--- src/rtl/button_pkg.sv ---
// Shared types and constants for the button conditioning blocks.
// Latency: n/a (declarations only).
// Backpressure: n/a.
package button_pkg;

  // Per-channel debounce FSM encoding.
  typedef enum logic [1:0] {
    IDLE_UP  = 2'd0,
    CHK_DOWN = 2'd1,
    HELD     = 2'd2,
    CHK_UP   = 2'd3
  } btn_state_t;

  // 10 ms of stable input at a 50 MHz clk.
  localparam int DEBOUNCE_DEFAULT = 500000;

endpackage

--- src/rtl/button_debounce_channel.sv ---
// One button channel: 2-flop synchroniser, stability counter, accept FSM.
// Latency: raw change first sampled at edge E -> pressed/pulse update after edge E+DEBOUNCE_CYCLES+1.
// Backpressure: none; free-running, outputs are levels and one-cycle strobes.
//
// Ports:
//   clk           system clock
//   reset         asynchronous active-high reset
//   btn_raw       raw board pin, asynchronous to clk, may bounce
//   pressed       debounced level, 1 = button held
//   press_pulse   one-cycle strobe when a press is accepted
//   release_pulse one-cycle strobe when a release is accepted
module button_debounce_channel
  import button_pkg::*;
#(
  parameter int DEBOUNCE_CYCLES = DEBOUNCE_DEFAULT,
  parameter int ACTIVE_LOW      = 1
) (
  input  logic clk,
  input  logic reset,
  input  logic btn_raw,
  output logic pressed,
  output logic press_pulse,
  output logic release_pulse
);

  localparam int            CW      = $clog2(DEBOUNCE_CYCLES);
  localparam logic [CW-1:0] CNT_MAX = CW'(DEBOUNCE_CYCLES - 1);
  localparam logic [CW-1:0] CNT_ONE = CW'(1);
  // Pin level when the button is released; also the synchroniser reset value.
  localparam logic          POL     = (ACTIVE_LOW != 0);

  logic          sync_q1;
  logic          sync_q2;
  logic          s;
  btn_state_t    state;
  btn_state_t    state_nxt;
  logic [CW-1:0] cnt;
  logic [CW-1:0] cnt_nxt;
  logic          pressed_nxt;
  logic          press_pulse_nxt;
  logic          release_pulse_nxt;

  // s = 1 means "button pressed" regardless of board polarity.
  assign s = sync_q2 ^ POL;

  always_ff @(posedge clk or posedge reset) begin
    if (reset) begin
      sync_q1       <= POL;
      sync_q2       <= POL;
      state         <= IDLE_UP;
      cnt           <= '0;
      pressed       <= 1'b0;
      press_pulse   <= 1'b0;
      release_pulse <= 1'b0;
    end else begin
      sync_q1       <= btn_raw;
      sync_q2       <= sync_q1;
      state         <= state_nxt;
      cnt           <= cnt_nxt;
      pressed       <= pressed_nxt;
      press_pulse   <= press_pulse_nxt;
      release_pulse <= release_pulse_nxt;
    end
  end

  // The counter holds the number of consecutive opposite samples seen so far;
  // the sample that would make it reach DEBOUNCE_CYCLES is the accept, so it
  // never needs to hold more than DEBOUNCE_CYCLES-1.
  always_comb begin
    state_nxt         = state;
    cnt_nxt           = cnt;
    pressed_nxt       = pressed;
    press_pulse_nxt   = 1'b0;
    release_pulse_nxt = 1'b0;
    case (state)
      IDLE_UP: begin
        if (s) begin
          state_nxt = CHK_DOWN;
          cnt_nxt   = CNT_ONE;
        end else begin
          cnt_nxt   = '0;
        end
      end
      CHK_DOWN: begin
        if (!s) begin
          state_nxt = IDLE_UP;
          cnt_nxt   = '0;
        end else if (cnt == CNT_MAX) begin
          state_nxt       = HELD;
          pressed_nxt     = 1'b1;
          press_pulse_nxt = 1'b1;
          cnt_nxt         = '0;
        end else begin
          cnt_nxt = cnt + CNT_ONE;
        end
      end
      HELD: begin
        if (!s) begin
          state_nxt = CHK_UP;
          cnt_nxt   = CNT_ONE;
        end
      end
      CHK_UP: begin
        if (s) begin
          state_nxt = HELD;
          cnt_nxt   = '0;
        end else if (cnt == CNT_MAX) begin
          state_nxt         = IDLE_UP;
          pressed_nxt       = 1'b0;
          release_pulse_nxt = 1'b1;
          cnt_nxt           = '0;
        end else begin
          cnt_nxt = cnt + CNT_ONE;
        end
      end
      default: begin
        state_nxt   = IDLE_UP;
        cnt_nxt     = '0;
        pressed_nxt = 1'b0;
      end
    endcase
  end

endmodule

--- src/rtl/button_debounce.sv ---
// Multi-channel button conditioner: synchronise, debounce, emit press/release strobes.
// Latency: raw change first sampled at edge E -> outputs update after edge E+DEBOUNCE_CYCLES+1.
// Backpressure: none; every channel is free-running and independent.
//
// Ports:
//   clk           system clock
//   reset         asynchronous active-high reset
//   btn_raw       raw board pins [NUM_BUTTONS-1:0], asynchronous, may bounce
//   pressed       debounced levels, 1 = button held
//   press_pulse   one-cycle strobes on accepted press
//   release_pulse one-cycle strobes on accepted release
module button_debounce
  import button_pkg::*;
#(
  parameter int NUM_BUTTONS     = 4,
  parameter int DEBOUNCE_CYCLES = DEBOUNCE_DEFAULT,
  parameter int ACTIVE_LOW      = 1
) (
  input  logic                   clk,
  input  logic                   reset,
  input  logic [NUM_BUTTONS-1:0] btn_raw,
  output logic [NUM_BUTTONS-1:0] pressed,
  output logic [NUM_BUTTONS-1:0] press_pulse,
  output logic [NUM_BUTTONS-1:0] release_pulse
);

  for (genvar i = 0; i < NUM_BUTTONS; i++) begin : g_chan
    button_debounce_channel #(
      .DEBOUNCE_CYCLES (DEBOUNCE_CYCLES),
      .ACTIVE_LOW      (ACTIVE_LOW)
    ) u_chan (
      .clk           (clk),
      .reset         (reset),
      .btn_raw       (btn_raw[i]),
      .pressed       (pressed[i]),
      .press_pulse   (press_pulse[i]),
      .release_pulse (release_pulse[i])
    );
  end

endmodule

--- config.mk ---
export PLATFORM = sky130hd
export DESIGN_NAME = button_debounce
export DESIGN_NICKNAME = d
export VERILOG_FILES = /design/src/rtl/button_pkg.sv /design/src/rtl/button_debounce_channel.sv /design/src/rtl/button_debounce.sv
export SDC_FILE = /design/constraint.sdc
export NUM_CORES = 1
export LEC_CHECK = 0
export ABC_AREA = 1
export CORE_MARGIN = 8
export CORE_UTILIZATION = 60
export CTS_CLUSTER_SIZE = 14
export DETAILED_ROUTE_END_ITERATION = 6
export HOLD_SLACK_MARGIN = 0.15
export PLACE_DENSITY = 0.81
export SETUP_SLACK_MARGIN = 0.4
export SLEW_MARGIN = 30
export SYNTH_ARGS = -nofsm -noshare
export SYNTH_HDL_FRONTEND = slang
export SYNTH_HIERARCHICAL = 1
export SYNTH_SLANG_ARGS = --single-unit
--- constraint.sdc ---
create_clock -name clk -period 3.45 [get_ports clk]
set_input_delay 0.345 -clock clk [delete_from_list [all_inputs] [get_ports clk]]
set_output_delay 0.345 -clock clk [all_outputs]
set_load 0.1 [all_outputs]
======== Word level (Yosys, flattened, before mapping) ========
Cells that the tools add are included.
storage, ports and cells
  logic and storage cells ................. 188
  register bits after elaboration ......... 104
cells by class
  equal/unequal tests ..................... 48
  reduce and logical (&&, ||, !) cells .... 16
  add/subtract/negate cells ............... 4
  multiplexer cells ....................... 92
operators by type and width
  kind                     count
  $mux W19                 16
  $pmux W19 S4             4
  $add A19 B1 Y19 const B  4
  $eq A19 B19 Y1 const B   4
  $mux W2                  24
  $mux W1                  40
  $ne A2 B1 Y1 const B     16
  $pmux W2 S4              4
  $reduce_and A5 Y1        4
  $eq A2 B2 Y1 const B     8
  $ne A2 B2 Y1 const B     8
  $reduce_and A4 Y1        4
  $ne A3 B1 Y1 const B     4
  $ne A3 B3 Y1 const B     4
  $eq A2 B1 Y1 const B     4
  $logic_not A2 Y1         4
  $pmux W1 S2              4
  $reduce_bool A2 Y1       4

======== Longest topological paths before layout ========
Gate-level depths: netlist of run 1.
  depth in word-level cells ............... 4
  mapped depth ............................ 9

======== By module ========
Netlist of run 1, hierarchy kept.
modules (own cells, without submodules)
  module                                           instances  area each (um^2)  cells each
  button_debounce_channel at g_chan[1].u_chan ...  2          1,682.9           234
  button_debounce_channel at g_chan[0].u_chan      1          1,566.5           218
  button_debounce_channel at g_chan[3].u_chan      1          1,541.5           216

======== Worst setup path after synthesis of run 1 ========
No wires, ideal clock.
  path kind ............................... register -> register
  from .................................... register g_chan[1].u_chan.cnt[0]
  to ...................................... register g_chan[1].u_chan.pressed
  arrival time ............................ 1.394 ns
  period minus slack after synthesis ...... 1.519 ns
  path buffers ............................ 0
  slack ................................... 1.931 ns
  cell stages (with the launch flop) ...... 9
  setup time .............................. 0.125 ns
  cell sequence ........................... dfrtp_1 > ha_1 > nand3_2 > clkinv_2 > nand3_2 > nor2_4 > nand2_4 > o21ai_1 > nand2_1
on the way
  cells in the longest elaborated chain, start to end .. 3
  elaborated cells on any way between the ends .. 4
  those cells by class .................... 3 x eq/ne; 1 x reduce/logical
RTL lines
  what                                    RTL line                                                       RTL
  start, declared                         button_debounce_channel.sv:37                                  logic [CW-1:0] cnt;
  start signal, assigned                  button_debounce_channel.sv:59                                  cnt <= cnt_nxt;
  $eq A19 B19 Y1 (*)                      button_debounce_channel.sv:88, button_debounce_channel.sv:107
  $ne A2 B1 Y1 (no source line)           --
  $reduce_and A5 Y1 (no source line) (*)  --
  end signal, assigned                    button_debounce_channel.sv:60                                  pressed <= pressed_nxt;
  end, declared                           button_debounce_channel.sv:21                                  output logic pressed,
Mark *: on every way between the ends. The rest lies on a longest branch, timed or not.
A chain may end at the register's enable or synchronous reset.

======== Worst setup path in the final report of run 1 ========
  from .................................... register g_chan[1].u_chan.pressed
  to ...................................... output pressed[1]
RTL lines
  what           RTL line               RTL
  end, declared  button_debounce.sv:22  output logic [NUM_BUTTONS-1:0] pressed,
No word-level cell between the ends.

==> results.txt, run 1 <==
----------------------------------------------------
[Global routing]
  GR Overflow Total ... 0
  Via count of the first global-routing pass ... 5359
  All-Layer GR Usage ... 19.99%
  Antenna violations before repair ... 0
  First-pass GRT wire length ... 24.00 mm
  Largest net degree at the start of global routing ... 27

[Clocking]
  Hold buffers post-CTS ... 0
  Clock H-tree levels ... 3
  Number of buffers between clock root and the deepest sink ... 2
  Clock input transition at the sequential cells of the worst setup and hold paths ... 0.10 ns
  Resized cells post-CTS ... 0
  Number of buffers added by the clock tree synthesis step ... 9
  CTS tree ... built
  Latest clock arrival within the worst-skew pair ... 0.39 ns
  Setup Buffers After CTS ... 0
  Clock tree root buffer cell ... clkbuf_8
  Total number of clock tree sinks ... 104

[Synthesis]
  Multiplexer share of the synthesized area ... 0%
  Fraction of the mapped netlist area in adder cells ... 0.7731%
  Netlist Area Pre-Place ... 0.006474 mm2
  Post-synth EDFFs ... 0
  Yosys top cell area share ... 37.11%
  Count leader, synth ... nand2_1
  Post-synthesis cell type count ... 44
  Syn Area/Cell ... 7.177 um2
  Most area-consuming cells after synthesis ... dfrtp_1 37%, nand2_1 15%, nor2_1 9.0%
  Number of nets produced by synthesis ... 912
  Share of synthesized flip-flops with an asynchronous set or reset ... 100.0%
  Predominant post-synthesis flop cell ... dfrtp_1
  Simple-gate portion of the synthesized area ... 42.96%
  Compound-Gate Fraction of Synth Area ... 5.276%
  Xor/xnor cell area share of the yosys netlist ... 3.653%
  Sequential fraction of the synthesis area ... 40.36%
  Warnings from Yosys ... 6
  Commonest cells in the netlist ... 260 x nand2_1, 156 x nor2_1, 96 x dfrtp_1
  Library cell with the largest summed area after synthesis ... dfrtp_1
  Combinational family with the most area after synthesis ... simple AND/OR/NAND/NOR gates
  Seq cells post-synth ... 104
  Number of instances in the synthesized netlist ... 902

[Layout]
  Layout cell share with drive strength beyond 1 ... 10.91%
  Post-layout net count ... 931
  Filler cell count in the final layout ... 974
  Area Overhead vs Synth ... 7.480%
  Total inserted antenna cells ... 0
  Finished Layout Cells ... 1066

[STA]
  Number of hold-slack violations in the final timing report ... 0
  Time the worst path needs with I/O delays and setup ... 2.243 ns
  F_max ... 445.9 MHz
  Final Slew Violations ... 0
  Pin slew with the least headroom to its limit ... 0.9854 ns
  Portion of the clock cycle consumed by the worst path in the final layout ... 65.01%
  Post-route clock skew ... 0.01493 ns
  Max transition margin ... 34.10%
  Unrepaired setup endpoints after global routing ... false
  Setup TNS after final layout ... 0 ns
  Setup violations, final ... 0

[Route]
  Via count ... 5752
  Residual antenna-violating net count after detailed routing ... 0
  Via-per-instance ratio ... 5.396
  Post-detailed-route DRC marker count ... 0
  Total length of routed wires ... 13.89 mm
  Pre-Repair DR Iteration Count ... 5
  Starting DRT DRC Count ... 646
  Wire length per cell after detailed routing ... 13.03 um

[Floorplan]
  Vert. Die Dim ... 119.9 um
  I/O pin count ... 18
  Die width ... 119.9 um
  Total core area ... 0.01070 mm2
  FP Rows ... 38
  Initial cell density of the core ... 60.51%
  Total die area ... 0.01437 mm2

[Critical path]
  WP data required ... 3.11 ns
  Kind of critical path ... flop to output port
  Kind of end point of the critical path ... output port
  Critical path's slowest cell ... clkdlybuf4s50_1
  Crit path launch type ... flop
  Worst endpoint data arrival time ... 1.90 ns
  Longest individual stage delay on the worst path ... 1.15 ns
  Count of buffer and inverter cells on the critical path ... 1
  Cell breakdown of the critical path ... clkdlybuf4s50_1
  Worst-path fanout max ... 2
  Cell class contributing the biggest share of worst-path delay ... buffers and inverters

[Placed design]
  PortBufs ... 17
  GPL Wtd Cong ... 1.003
  Placed Cells ... 1050
  Detailed-placement wirelength estimate ... 10.31 mm

[Power and ir drop]
  Leakage ... 3.103 nW
  Maximum resistive drop on vdd ... 0.0003540 V
  Ratio of total power to cell area ... 395.3 mW/mm2

[Run status]
  Run status ... finished clean

[Flow run]
  Max-cap violations ... 0

[Min path]
  Kind of path behind the tightest hold check ... primary input to flop

----------------------------------------------------
-- logic make-up (layout without fill, tap and decap cells) --
| logic type | count (synthesis) | count (layout) |
|---|---|---|
| AO/OA/AOI/OAI | 54 | 54 |
| AND/OR/NAND/NOR | 600 | 600 |
| XOR/XNOR | 27 | 27 |
| flip-flops | 104 | 104 |
| adder cells (fa/ha/maj) | 4 | 4 |
| buffers and inverters | 113 | 137 |
-- through the flow --
step	instance area (um2)	hold slack (ns)	worst slack, ns	util (%)	power [mW]
global route	6958	0.3292	1.153	65.04	2.912
global placement	6763	0.3458	1.647	63.22	1.982
finish	6958	0.3543	1.207	65.04	2.750
floorplan	6474	0.3452	1.931	-	1.875
detailed placement	6763	0.3488	1.626	63.22	1.996
CTS	6958	0.3353	1.186	65.04	2.780
-- worst paths after layout --
path                            depth (start not counted)                  endpoint  slack [ns]                      start
worst max-delay path                                    1                pressed[1]        1.21   g_chan[1].u_chan/pressed
worst min-delay path                                    1  g_chan[2].u_chan/sync_q1        0.35                 btn_raw[2]
worst max register to register                          5  g_chan[3].u_chan/cnt[12]        1.68  g_chan[3].u_chan/state[0]
worst min register to register                          0  g_chan[2].u_chan/sync_q2        0.36   g_chan[2].u_chan/sync_q1
max in group asynchronous                               2   g_chan[2].u_chan/cnt[6]        2.59                      reset
min in group asynchronous                               2  g_chan[3].u_chan/cnt[10]        0.46                      reset
-- state kept, by name, summed over array words and instances, names as in the netlist, named ones only --
signal	flops
g_chan.u_chan/sync_q2	4
g_chan.u_chan/release_pulse	4
g_chan.u_chan/pressed	4
g_chan.u_chan/state	4
g_chan.u_chan/press_pulse	4
g_chan.u_chan/sync_q1	4
g_chan.u_chan/cnt	76
-- placed cells by master, fill, tap and decap left out, drive strengths merged, types with 2 or more instances in the layout --
cell type and n:
nand4 33, o21ai 21, dfrtp 96, clkinvlp 2
xor2 19, o211ai 2, or2 6, a21oi 17
clkinv 4, nand3b 6, o21bai 5, a31o 2
nor3 10, a21boi 4, clkbuf 10, dfstp 8
ha 4, inv 103, nor2 182, xnor2 8
nand2 272, nand3 91, clkdlybuf4s50 17
-- routing by layer --
| layer | global-route usage [%] | wire (um) | up-vias |
|---|---|---|---|
| li1 | - | - | 2904 |
| met1 | 26.14 | 6560 | 2694 |
| met2 | 32.83 | 6483 | 143 |
| met3 | 4.697 | 728 | 11 |
| met4 | 4.918 | 118 | 0 |
| met5 | 0 | 0 | - |
-- where the power goes --
part / switching [mW] / internal (mW) / total [mW] / leakage (nW)
Combinational: 0.391 / 0.166 / 0.558 / 1.61
Sequential: 0.126 / 1.29 / 1.42 / 1.40
Clock: 0.434 / 0.340 / 0.774 / 0.0933
Total: 0.952 / 1.80 / 2.75 / 3.10
-- cell type report --
cell class	count	area, um2	share of cell area, %
clock buffer	10	127.6	1.834
clock inverter	6	67.56	0.9710
inverter	104	395.4	5.682
multi-input combinational	685	3410	49.00
sequential	104	2613	37.55
tap	140	175.2	2.518
timing repair buffer	17	170.2	2.446
No activity file was read; power rests on OpenSTA's default activity.
==> inputs of run 2 (changes only) <==
Clock period 3.45 ns to 2.3 ns, I/O delays scaled along.
==> run 2 against run 1 <==
Routed wire length rose by 2.6%. Sequential share of layout area down 0.19 points. Cell area grew 0.50%. Worst setup slack worse by 0.64 ns. Clock-buffer cell count did not move. Global-route usage increased by 0.62 points. Final cell count up 0.56%. Combinational power up 51%. Largest cell class unchanged. Total power increased by 52%.
==> results.txt, run 2 (synthesis gave the netlist of run 1 again) <==
----------------------------------------------------
[Route]
  Via count ... 5702 (was 5752)
  Via-per-instance ratio ... 5.319 (was 5.396)
  Pre-Repair DR Iteration Count ... 5 (unchanged)
  Residual antenna-violating net count after detailed routing ... 0 (unchanged)
  Total length of routed wires ... 14.25 mm (was 13.89 mm)
  Post-detailed-route DRC marker count ... 0 (unchanged)
  Wire length per cell after detailed routing ... 13.29 um (was 13.03 um)
  Starting DRT DRC Count ... 562 (was 646)

[Clocking]
  CTS tree ... built (unchanged)
  Total number of clock tree sinks ... 104 (unchanged)
  Clock input transition at the sequential cells of the worst setup and hold paths ... 0.10 ns (about the same)
  Resized cells post-CTS ... 0 (unchanged)
  Number of buffers between clock root and the deepest sink ... 2 (unchanged)
  Latest clock arrival within the worst-skew pair ... 0.39 ns (about the same)
  Hold buffers post-CTS ... 1 (was 0)
  Number of buffers added by the clock tree synthesis step ... 9 (unchanged)
  Setup Buffers After CTS ... 0 (unchanged)
  Clock tree root buffer cell ... clkbuf_8 (unchanged)
  Clock H-tree levels ... 3 (unchanged)

[STA]
  F_max ... 576.8 MHz
  Number of hold-slack violations in the final timing report ... 0 (unchanged)
  Setup TNS after final layout ... 0 ns (unchanged)
  Setup violations, final ... 0 (unchanged)
  Post-route clock skew ... 0.007593 ns (was 0.01493 ns)
  Unrepaired setup endpoints after global routing ... false (unchanged)
  Time the worst path needs with I/O delays and setup ... 1.734 ns
  Minimum setup slack in the final design ... 0.5662 ns (was 1.207 ns)
  Pin slew with the least headroom to its limit ... 0.5551 ns (was 0.9854 ns)
  Max transition margin ... 62.95% (was 34.10%)
  Portion of the clock cycle consumed by the worst path in the final layout ... 75.38%
  Final Slew Violations ... 0 (unchanged)

[Power and ir drop]
  Ratio of total power to cell area ... 597.8 mW/mm2 (was 395.3 mW/mm2)
  Maximum resistive drop on vdd ... 0.0005455 V (was 0.0003540 V)
  Leakage ... 3.172 nW (was 3.103 nW)

[Floorplan]
  Total die area ... 0.01437 mm2 (unchanged)
  Total core area ... 0.01070 mm2 (unchanged)
  Die width ... 119.9 um (unchanged)
  Vert. Die Dim ... 119.9 um (unchanged)
  FP Rows ... 38 (unchanged)
  Initial cell density of the core ... 60.51% (unchanged)
  I/O pin count ... 18 (unchanged)

[Critical path]
  Kind of critical path ... flop to flop (was flop to output port)
  Kind of end point of the critical path ... flop (was output port)
  Most common cell on crit path ... nor2_4
  Crit path launch type ... flop (unchanged)
  Worst endpoint data arrival time ... 2.01 ns (was 1.90 ns)
  Critical register-to-register path startpoint ... g_chan[1].u_chan/cnt[0] (was g_chan[3].u_chan/state[0])
  WP data required ... 2.58 ns (was 3.11 ns)
  Worst Reg2Reg Path Length in Cells ... 8 (was 5)
  Cell breakdown of the critical path ... ha_1 > nand3_2 > clkinv_2 > nand3_2 > nor2_4 > nor2_4 > nor2_4 > nor2_1 (was clkdlybuf4s50_1)
  Count of buffer and inverter cells on the critical path ... 1 (unchanged)
  Reg-to-reg slack, setup ... 0.57 ns (was 1.68 ns)
  Cell class contributing the biggest share of worst-path delay ... simple AND/OR/NAND/NOR gates (was buffers and inverters)
  Critical path's slowest cell ... dfrtp_1 (was clkdlybuf4s50_1)
  Longest individual stage delay on the worst path ... 0.46 ns (was 1.15 ns)
  Worst R2R End ... g_chan[1].u_chan/cnt[9] (was g_chan[3].u_chan/cnt[12])
  Worst-path fanout max ... 7 (was 2)

[Min path]
  Hold Path Cell Cnt ... 1 (unchanged)
  Kind of path behind the tightest hold check ... primary input to flop (unchanged)
  Start point of the worst min-delay path ... btn_raw[2] (unchanged)
  Hold EP ... g_chan[2].u_chan/sync_q1 (unchanged)

[Global routing]
  Largest net degree at the start of global routing ... 27 (unchanged)
  Antenna violations before repair ... 0 (unchanged)
  First-pass GRT wire length ... 24.46 mm (was 24.00 mm)
  Via count of the first global-routing pass ... 5354 (was 5359)
  GR Overflow Total ... 0 (unchanged)
  All-Layer GR Usage ... 20.61% (was 19.99%)

[Layout]
  Post-layout net count ... 937 (was 931)
  Post-layout utilization of the core ... 65.37% (was 65.04%)
  Filler cell count in the final layout ... 965 (was 974)
  Most frequent standard cell in the layout excluding fill and tap cells ... nand2_1 (unchanged)
  Total inserted antenna cells ... 0 (unchanged)
  Biggest register ... g_chan.u_chan/cnt (unchanged)
  Final design area excluding fillers ... 0.006993 mm2 (was 0.006958 mm2)
  Most frequent cells in the layout ... 260 x nand2_1, 156 x nor2_1, 96 x dfrtp_1 (unchanged)
  Area Overhead vs Synth ... 8.021% (was 7.480%)
  Number of flip-flops under the largest register name ... 76 (unchanged)
  Layout cell share with drive strength beyond 1 ... 12.34% (was 10.91%)

[Placed design]
  Standard cell area after detailed placement ... 0.006770 mm2 (was 0.006763 mm2)
  Post-Place Setup Slack ... 0.5802 ns (was 1.626 ns)
  Detailed-placement wirelength estimate ... 10.69 mm (was 10.31 mm)
  PortBufs ... 17 (unchanged)
  GPL Wtd Cong ... 0.9718 (was 1.003)

[Run status]
  Run status ... finished clean (unchanged)

[Flow run]
  Max-cap violations ... 0 (unchanged)

----------------------------------------------------
## run 2: cell count changes in the layout (fill, tap and decap cells not counted), moves of 2 or more
| cell | delta |
|---|---|
| inv_2 | -4 |
| buf_4 | +17 |
| clkdlybuf4s50_1 | -12 |
| inv_1 | +4 |
| clkinv_4 | +2 |
## run 2: worst max path at each step
stage | from | end | cells after the start
final | g_chan[1].u_chan/cnt[0] | g_chan[1].u_chan/cnt[9] | 8
after global routing | g_chan[1].u_chan/cnt[0] | g_chan[1].u_chan/cnt[9] | 8
after CTS | g_chan[1].u_chan/cnt[0] | g_chan[1].u_chan/cnt[9] | 8
after detailed placement | g_chan[2].u_chan/cnt[0] | g_chan[2].u_chan/cnt[9] | 8
after global placement | g_chan[2].u_chan/cnt[0] | g_chan[2].u_chan/cnt[7] | 8
after floorplan | g_chan[1].u_chan/cnt[0] | g_chan[1].u_chan/pressed | 8
## run 2: final cells by class
cell class | instances | area (um2) | area share, %
Inverter | 104 | 395.4 | 5.654
Timing Repair Buffer | 23 | 187.7 | 2.684
Tap cell | 140 | 175.2 | 2.505
Multi-Input combinational cell | 685 | 3410 | 48.76
Sequential cell | 104 | 2613 | 37.36
Clock buffer | 10 | 137.6 | 1.968
Clock inverter | 6 | 75.07 | 1.074
## run 2: metrics by stage
stage          hold slack (ns)  cells  power, mW
2_1_floorplan           0.2345    902      2.812
3_3_place_gp            0.3457   1055      2.986
3_5_place_dp            0.3485   1055      3.004
4_1_cts                 0.2155   1072      4.236
5_1_grt                 0.2171   1072      4.407
6_report                0.2400   1072      4.181
## run 2: where the power goes
group          switching (mW)  total (mW)  internal (mW)
combinational           0.586       0.844          0.258
clock                   0.662        1.21          0.548
sequential              0.188        2.13           1.94
## run 2: per-layer routing
layer / GRT usage [%] / up-vias / part of all wire, %
met5: 0 / - / 0
met3: 3.664 / 27 / 4.9
li1: - / 2924 / -
met2: 32.83 / 167 / 46
met1: 26.92 / 2584 / 47
met4: 9.446 / 0 / 2.1
## run 2: worst reg2reg max path, stage by stage, from the launching register on
cell      delay [ns]
dfrtp_1         0.46
ha_1            0.32
nand3_2         0.17
clkinv_2        0.10
nand3_2         0.09
nor2_4          0.18
nor2_4          0.08
nor2_4          0.17
nor2_1          0.06
